`src/rtl/ldd_decode_pipe.sv`:
```
// ldd_decode_pipe: two-stage select/qualifier/priority decoder with valid/ready
// flow control and a saturating counter of consumed "none" results.
// Stage 1 registers the raw input word. Stage 2 registers the decoded result.
// Data registers load only on an actual transfer, so an idle pipe does not toggle.
module ldd_decode_pipe #(
  parameter int unsigned SEL_W = 3,
  parameter int unsigned PRI_W = 5,
  parameter int unsigned CNT_W = 8,
  localparam int unsigned DEC_W = 2 ** (SEL_W + 1)
) (
  input  logic             clk,
  input  logic             rst_n,
  input  logic             in_valid,
  output logic             in_ready,
  input  logic [SEL_W-1:0] sel,
  input  logic             qual,
  input  logic [PRI_W-1:0] pri,
  output logic             out_valid,
  input  logic             out_ready,
  output logic [DEC_W-1:0] dec,
  output logic [PRI_W-1:0] pri_hit,
  output logic             none,
  output logic             any_hit,
  output logic [CNT_W-1:0] none_cnt,
  input  logic             cnt_clr
);

  // Stage-1 state
  logic             s1_valid_q, s1_valid_d;
  logic [SEL_W-1:0] s1_sel_q;
  logic             s1_qual_q;
  logic [PRI_W-1:0] s1_pri_q;

  // Stage-2 state
  logic             out_valid_q, out_valid_d;
  logic [DEC_W-1:0] dec_q;
  logic [PRI_W-1:0] pri_hit_q;
  logic             none_q;
  logic             any_hit_q;

  logic [CNT_W-1:0] none_cnt_q, none_cnt_d;

  // Handshake terms
  logic adv2;
  logic accept;
  logic load2;

  // Decode of the stage-1 word
  logic [SEL_W:0]   dec_idx;
  logic [DEC_W-1:0] dec_c;
  logic [PRI_W-1:0] pri_hit_c;
  logic             none_c;
  logic             any_hit_c;
  logic             sel_zero;

  // Flow control: stage 2 can take a word if empty or being drained this cycle
  always_comb begin
    adv2     = !out_valid_q || out_ready;
    in_ready = !s1_valid_q || adv2;
    accept   = in_valid && in_ready;
    load2    = s1_valid_q && adv2;
  end

  // Valid-bit next state; a simultaneous capture and advance keeps s1 full
  always_comb begin
    s1_valid_d = s1_valid_q;
    if (accept) begin
      s1_valid_d = 1'b1;
    end else if (adv2) begin
      s1_valid_d = 1'b0;
    end
    out_valid_d = out_valid_q;
    if (load2) begin
      out_valid_d = 1'b1;
    end else if (out_ready) begin
      out_valid_d = 1'b0;
    end
  end

  // Select/priority decode; lowest set bit isolated by two's-complement trick
  always_comb begin
    dec_idx          = {s1_sel_q, s1_qual_q};
    dec_c            = '0;
    dec_c[dec_idx]   = 1'b1;
    sel_zero         = (s1_sel_q == '0);
    pri_hit_c        = '0;
    none_c           = 1'b0;
    if (sel_zero) begin
      pri_hit_c = s1_pri_q & (~s1_pri_q + PRI_W'(1));
      none_c    = (s1_pri_q == '0);
    end
    any_hit_c = |pri_hit_c;
  end

  // Saturating none counter; clear takes priority over increment
  always_comb begin
    none_cnt_d = none_cnt_q;
    if (cnt_clr) begin
      none_cnt_d = '0;
    end else if (out_valid_q && out_ready && none_q && (none_cnt_q != '1)) begin
      none_cnt_d = none_cnt_q + CNT_W'(1);
    end
  end

  // Valid bits and counter
  always_ff @(posedge clk or negedge rst_n) begin
    if (!rst_n) begin
      s1_valid_q  <= 1'b0;
      out_valid_q <= 1'b0;
      none_cnt_q  <= '0;
    end else begin
      s1_valid_q  <= s1_valid_d;
      out_valid_q <= out_valid_d;
      none_cnt_q  <= none_cnt_d;
    end
  end

  // Stage-1 data registers, loaded only on an accepted input
  always_ff @(posedge clk or negedge rst_n) begin
    if (!rst_n) begin
      s1_sel_q  <= '0;
      s1_qual_q <= 1'b0;
      s1_pri_q  <= '0;
    end else if (accept) begin
      s1_sel_q  <= sel;
      s1_qual_q <= qual;
      s1_pri_q  <= pri;
    end
  end

  // Stage-2 result registers, loaded only when a word advances from stage 1
  always_ff @(posedge clk or negedge rst_n) begin
    if (!rst_n) begin
      dec_q     <= '0;
      pri_hit_q <= '0;
      none_q    <= 1'b0;
      any_hit_q <= 1'b0;
    end else if (load2) begin
      dec_q     <= dec_c;
      pri_hit_q <= pri_hit_c;
      none_q    <= none_c;
      any_hit_q <= any_hit_c;
    end
  end

  assign out_valid = out_valid_q;
  assign dec       = dec_q;
  assign pri_hit   = pri_hit_q;
  assign none      = none_q;
  assign any_hit   = any_hit_q;
  assign none_cnt  = none_cnt_q;

endmodule

```
`config.mk`:
```
export PLATFORM = sky130hd
export DESIGN_NAME = ldd_decode_pipe
export DESIGN_NICKNAME = d
export VERILOG_FILES = /design/src/rtl/ldd_decode_pipe.sv
export SDC_FILE = /design/constraint.sdc
export NUM_CORES = 1
export LEC_CHECK = 0
export ABC_AREA = 1
export ABC_CLOCK_PERIOD_IN_PS = 1430
export BUFFER_PORTS_ARGS = -buffer_cell sky130_fd_sc_hd__buf_2
export CAP_MARGIN = 20
export CORE_ASPECT_RATIO = 1.1
export CORE_MARGIN = 2
export CORE_UTILIZATION = 49
export DETAILED_ROUTE_END_ITERATION = 10
export PLACE_DENSITY = 0.83
export SLEW_MARGIN = 30
export SYNTH_ARGS = -nofsm -noshare
export SYNTH_HDL_FRONTEND = slang
export SYNTH_SLANG_ARGS = --single-unit
```
`constraint.sdc`:
```
create_clock -name clk -period 1.43 [get_ports clk]
set_input_delay 0.0715 -clock clk [delete_from_list [all_inputs] [get_ports clk]]
set_output_delay 0.0715 -clock clk [all_outputs]
set_load 0.02 [all_outputs]
```
==> run summary <==
- 11.8 um — routed wirelength normalized by instance count
- 31 — largest net degree at the start of global routing
- 1.78 mW — internal power of the cells
- 0 — number of endpoints with negative hold slack in the final report
- 4.84 — vias per cell
- 80 ps — Worst-path clk slew
- 321 — Placed Cells incl. Taps
- 1539 — number of global-route vias before repair
- 5 — total clock buffers created by CTS
- 3680 um2 — core area
- 2 — maximum buffer depth of the clock tree
- 0 — overall overflow remaining after global route
- 3 — number of cells traversed by the worst hold path
- 2180 um2 — placed cell areas
- 63.2 um — floorplan die width
- sky130_fd_sc_hd__dfrtp_1 — library cell contributing the largest single delay on the critical path
- 67.8% — worst relative slew slack
- 25.5% — share of post-route cells with drive strength above 1
- 47 — number of top-level pins
- 19.7% — overall track demand over capacity in global routing
- 46 — Port Buf Inserts
- 23 — number of cell rows
- 332 — fin cells
- 0 — Max Cap Violations
- 0.838 — global placement routability congestion
- 1608 — routed vias
- 118 — First DRT Iteration DRCs
- 90.1% — Final period util
- 55.7% — Seq/Total Area, Yosys
- 1520 ps — arrival time at the worst endpoint
- 2 — depth of the CTS H-tree
- 290 ps — latest clock arrival within the worst-skew pair
- 0 — number of enable-type register cells in the synthesized netlist
- 100% — post-synthesis async set-or-reset flop share
- 21 — Netlist cell types
- 817 uV — Max VDD drop
- 0 — antenna violations before repair
- 3.90 mm — total wirelength of the detailed-routed design
- 69.1 um — Die Height
- primary input to register — path category of the worst min-delay check
- 243 — Mapped Nets
- 483 ps — slew of the pin with the lowest slew margin
- 0.776 GHz — FMAX
- 22.2% — signed area change from the synthesized netlist to the final layout
- 296 — number of nets in the final layout
- 0 — Post-DRT Antenna Nets
- 360 ps — delay of the slowest critical-path stage
- register — kind of end point of the critical path
- 42 — #FFs+latches synth
- sky130_fd_sc_hd__dfrtp_1 — Main synth FF type
- 0 — Final setup viols
- 1.26 nW — Static Leakage
- 9 — number of cell instances on the worst register-to-register path
- 1110 nW/um2 — power density relative to cell area
- sky130_fd_sc_hd__clkbuf_8 — clock root buffer
- register — element type at the critical path start
- 1290 ps — final critical-path required period
- 2.95 mm — half-perimeter wire length of the detailed placement result
- 4 — number of detailed-route iterations in the first pass
- 42 — sink count of the clock tree
- 1890 um2 — post-synth design cell area
- built — clock tree from TritonCTS
- ha_2 -> nand2_2 -> nor2_4 -> nand2_1 -> nand2_1 -> nand2_4 -> inv_4 -> nand2_1 -> nand2_1 — cells traversed along the worst timing path
- 28.7% — fraction of power consumed by the clock network
- sky130_fd_sc_hd__nand2_1 — commonest non-fill, non-tap cell in the layout
- 30.8% — switching part of the total power
- 6.84 mm — wire length of the first global-routing pass
- complete, no violations — status
- 62.6% — share of the core filled with cells
- 0 — number of design rule violations left after detail routing
- 0 — number of max-slew violations in the final report
- 0 — number of warnings issued by yosys
- 51.3% — Initial Util
- sky130_fd_sc_hd__nand2_1, sky130_fd_sc_hd__buf_2, sky130_fd_sc_hd__dfrtp_1 — highest-count cells in the layout ignoring fill and taps
- 2310 um2 — final non-filler cell area
- 18.1% — Combinational Power Share
- 8.36 ps — final setup skew
- sky130_fd_sc_hd__nand2_1 — CP most frequent cell
- 228 — Gate Count Post-Synth
- 8.28 um2 — Post-Syn Area per Cell
- 7 — CP max FO
- 791 uW — Sw Pwr
- register to register — category of the most critical setup path
- 53.3% — Reg power frac
- 0 — count of inserted antenna diode cells
- 4370 um2 — die area
- 2.57 mW — sum of internal, switching and leakage power
- 1660 ps — required time reported for the critical path endpoint
==> power by group through the flow <==
stage               Sequential [mW]  Clock (mW)  Combinational (mW)
floorplan                      1.46           0               0.233
global placement               1.38           0               0.455
detailed placement             1.39           0               0.466
CTS                            1.37       0.764               0.469
global route                   1.38       0.823               0.521
finish                         1.37       0.736               0.464
==> stage by stage <==
| step | TNS, ps | hold slack [ps] | worst slack, ps |
|---|---|---|---|
| 4_1_cts | 0 | 6.70 | 62.5 |
| 6_report | 0 | 12.4 | 141 |
| 5_1_grt | -4.21 | 11.7 | -4.21 |
| 3_5_place_dp | 0 | 56.8 | 75.9 |
| 3_3_place_gp | 0 | 56.2 | 125 |
| 2_1_floorplan | 0 | -224 | 70.7 |
==> per-layer routing <==
layer	track usage, %	vias up	share of wire [%]
met5	0	-	0
met4	7.97	0	1.9
met3	5.22	8	5.3
met2	31.9	53	48
met1	25.1	714	45
li1	-	833	-
==> worst paths after layout <==
| check | startpoint | endpoint | slack, ps |
|---|---|---|---|
| max reg2reg | none_cnt[0] | none_cnt[7] | 140 |
| max in group asynchronous | rst_n | s1_pri_q[1] | 670 |
| min | pri[3] | s1_pri_q[3] | 10 |
| max | none_cnt[0] | none_cnt[7] | 140 |
| min in group asynchronous | rst_n | none_cnt[1] | 270 |
| min reg2reg | dec[6] | dec[6] | 480 |
==> kinds of logic (layout without fill, tap and decap cells) <==
| kind of cell | Yosys count | in the layout | synth area share [%] |
|---|---|---|---|
| compound gates | 25 | 25 | 8.15 |
| simple gates | 135 | 135 | 29.8 |
| buf+inv | 25 | 79 | 5.77 |
| flops | 42 | 42 | 55.7 |
| fa+ha+maj | 1 | 1 | 0.663 |
==> synth_stat cells (2+ instances only) <==
library cell,count,area (um2)
sky130_fd_sc_hd__o31ai_1,6,45.0
sky130_fd_sc_hd__inv_2,5,18.8
sky130_fd_sc_hd__nand3_1,23,115
sky130_fd_sc_hd__dfrtp_1,42,1050
sky130_fd_sc_hd__nand2_2,2,12.5
sky130_fd_sc_hd__nor2_2,2,12.5
sky130_fd_sc_hd__a21oi_1,8,40.0
sky130_fd_sc_hd__inv_1,14,52.6
sky130_fd_sc_hd__buf_2,4,20.0
sky130_fd_sc_hd__o21ai_0,2,10.0
sky130_fd_sc_hd__o21ai_1,7,35.0
sky130_fd_sc_hd__nand2_1,81,304
sky130_fd_sc_hd__nand4_1,3,18.8
sky130_fd_sc_hd__nor2_1,21,78.8
sky130_fd_sc_hd__nor3_1,2,10.0
==> state kept, by name, indices dropped and copies added (netlist names), 3 cells and up <==
register	cells
dec	16
s1_sel_q	3
pri_hit	5
s1_pri_q	5
none_cnt	8
==> repair_timing <==
item | in CTS | in global routing
endpoints found under the setup margin | 0 | 8
endpoints found under the hold margin | 20 | 0
gates resized for setup | 0 | 5
buffers inserted | 0 | 2
hold buffers | 1 | 0
==> worst max-delay path, delay by kind of cell, from the launching register on <==
kind | cells | cell delay (ps)
simple gates | 7 | 580
flops | 1 | 360
fa+ha+maj | 1 | 180
buf+inv | 1 | 100
==> cell type report <==
cell class / instances / area, um2
fillers: 339 / 1380
flip-flops and latches: 42 / 1050
multi-input cells: 161 / 747
repair buffers: 51 / 283
inverters: 20 / 77.6
clock buffers: 6 / 72.6
well taps: 50 / 62.6
clock inverters: 2 / 13.8
Note: power is estimated with default switching activity, not from simulation.
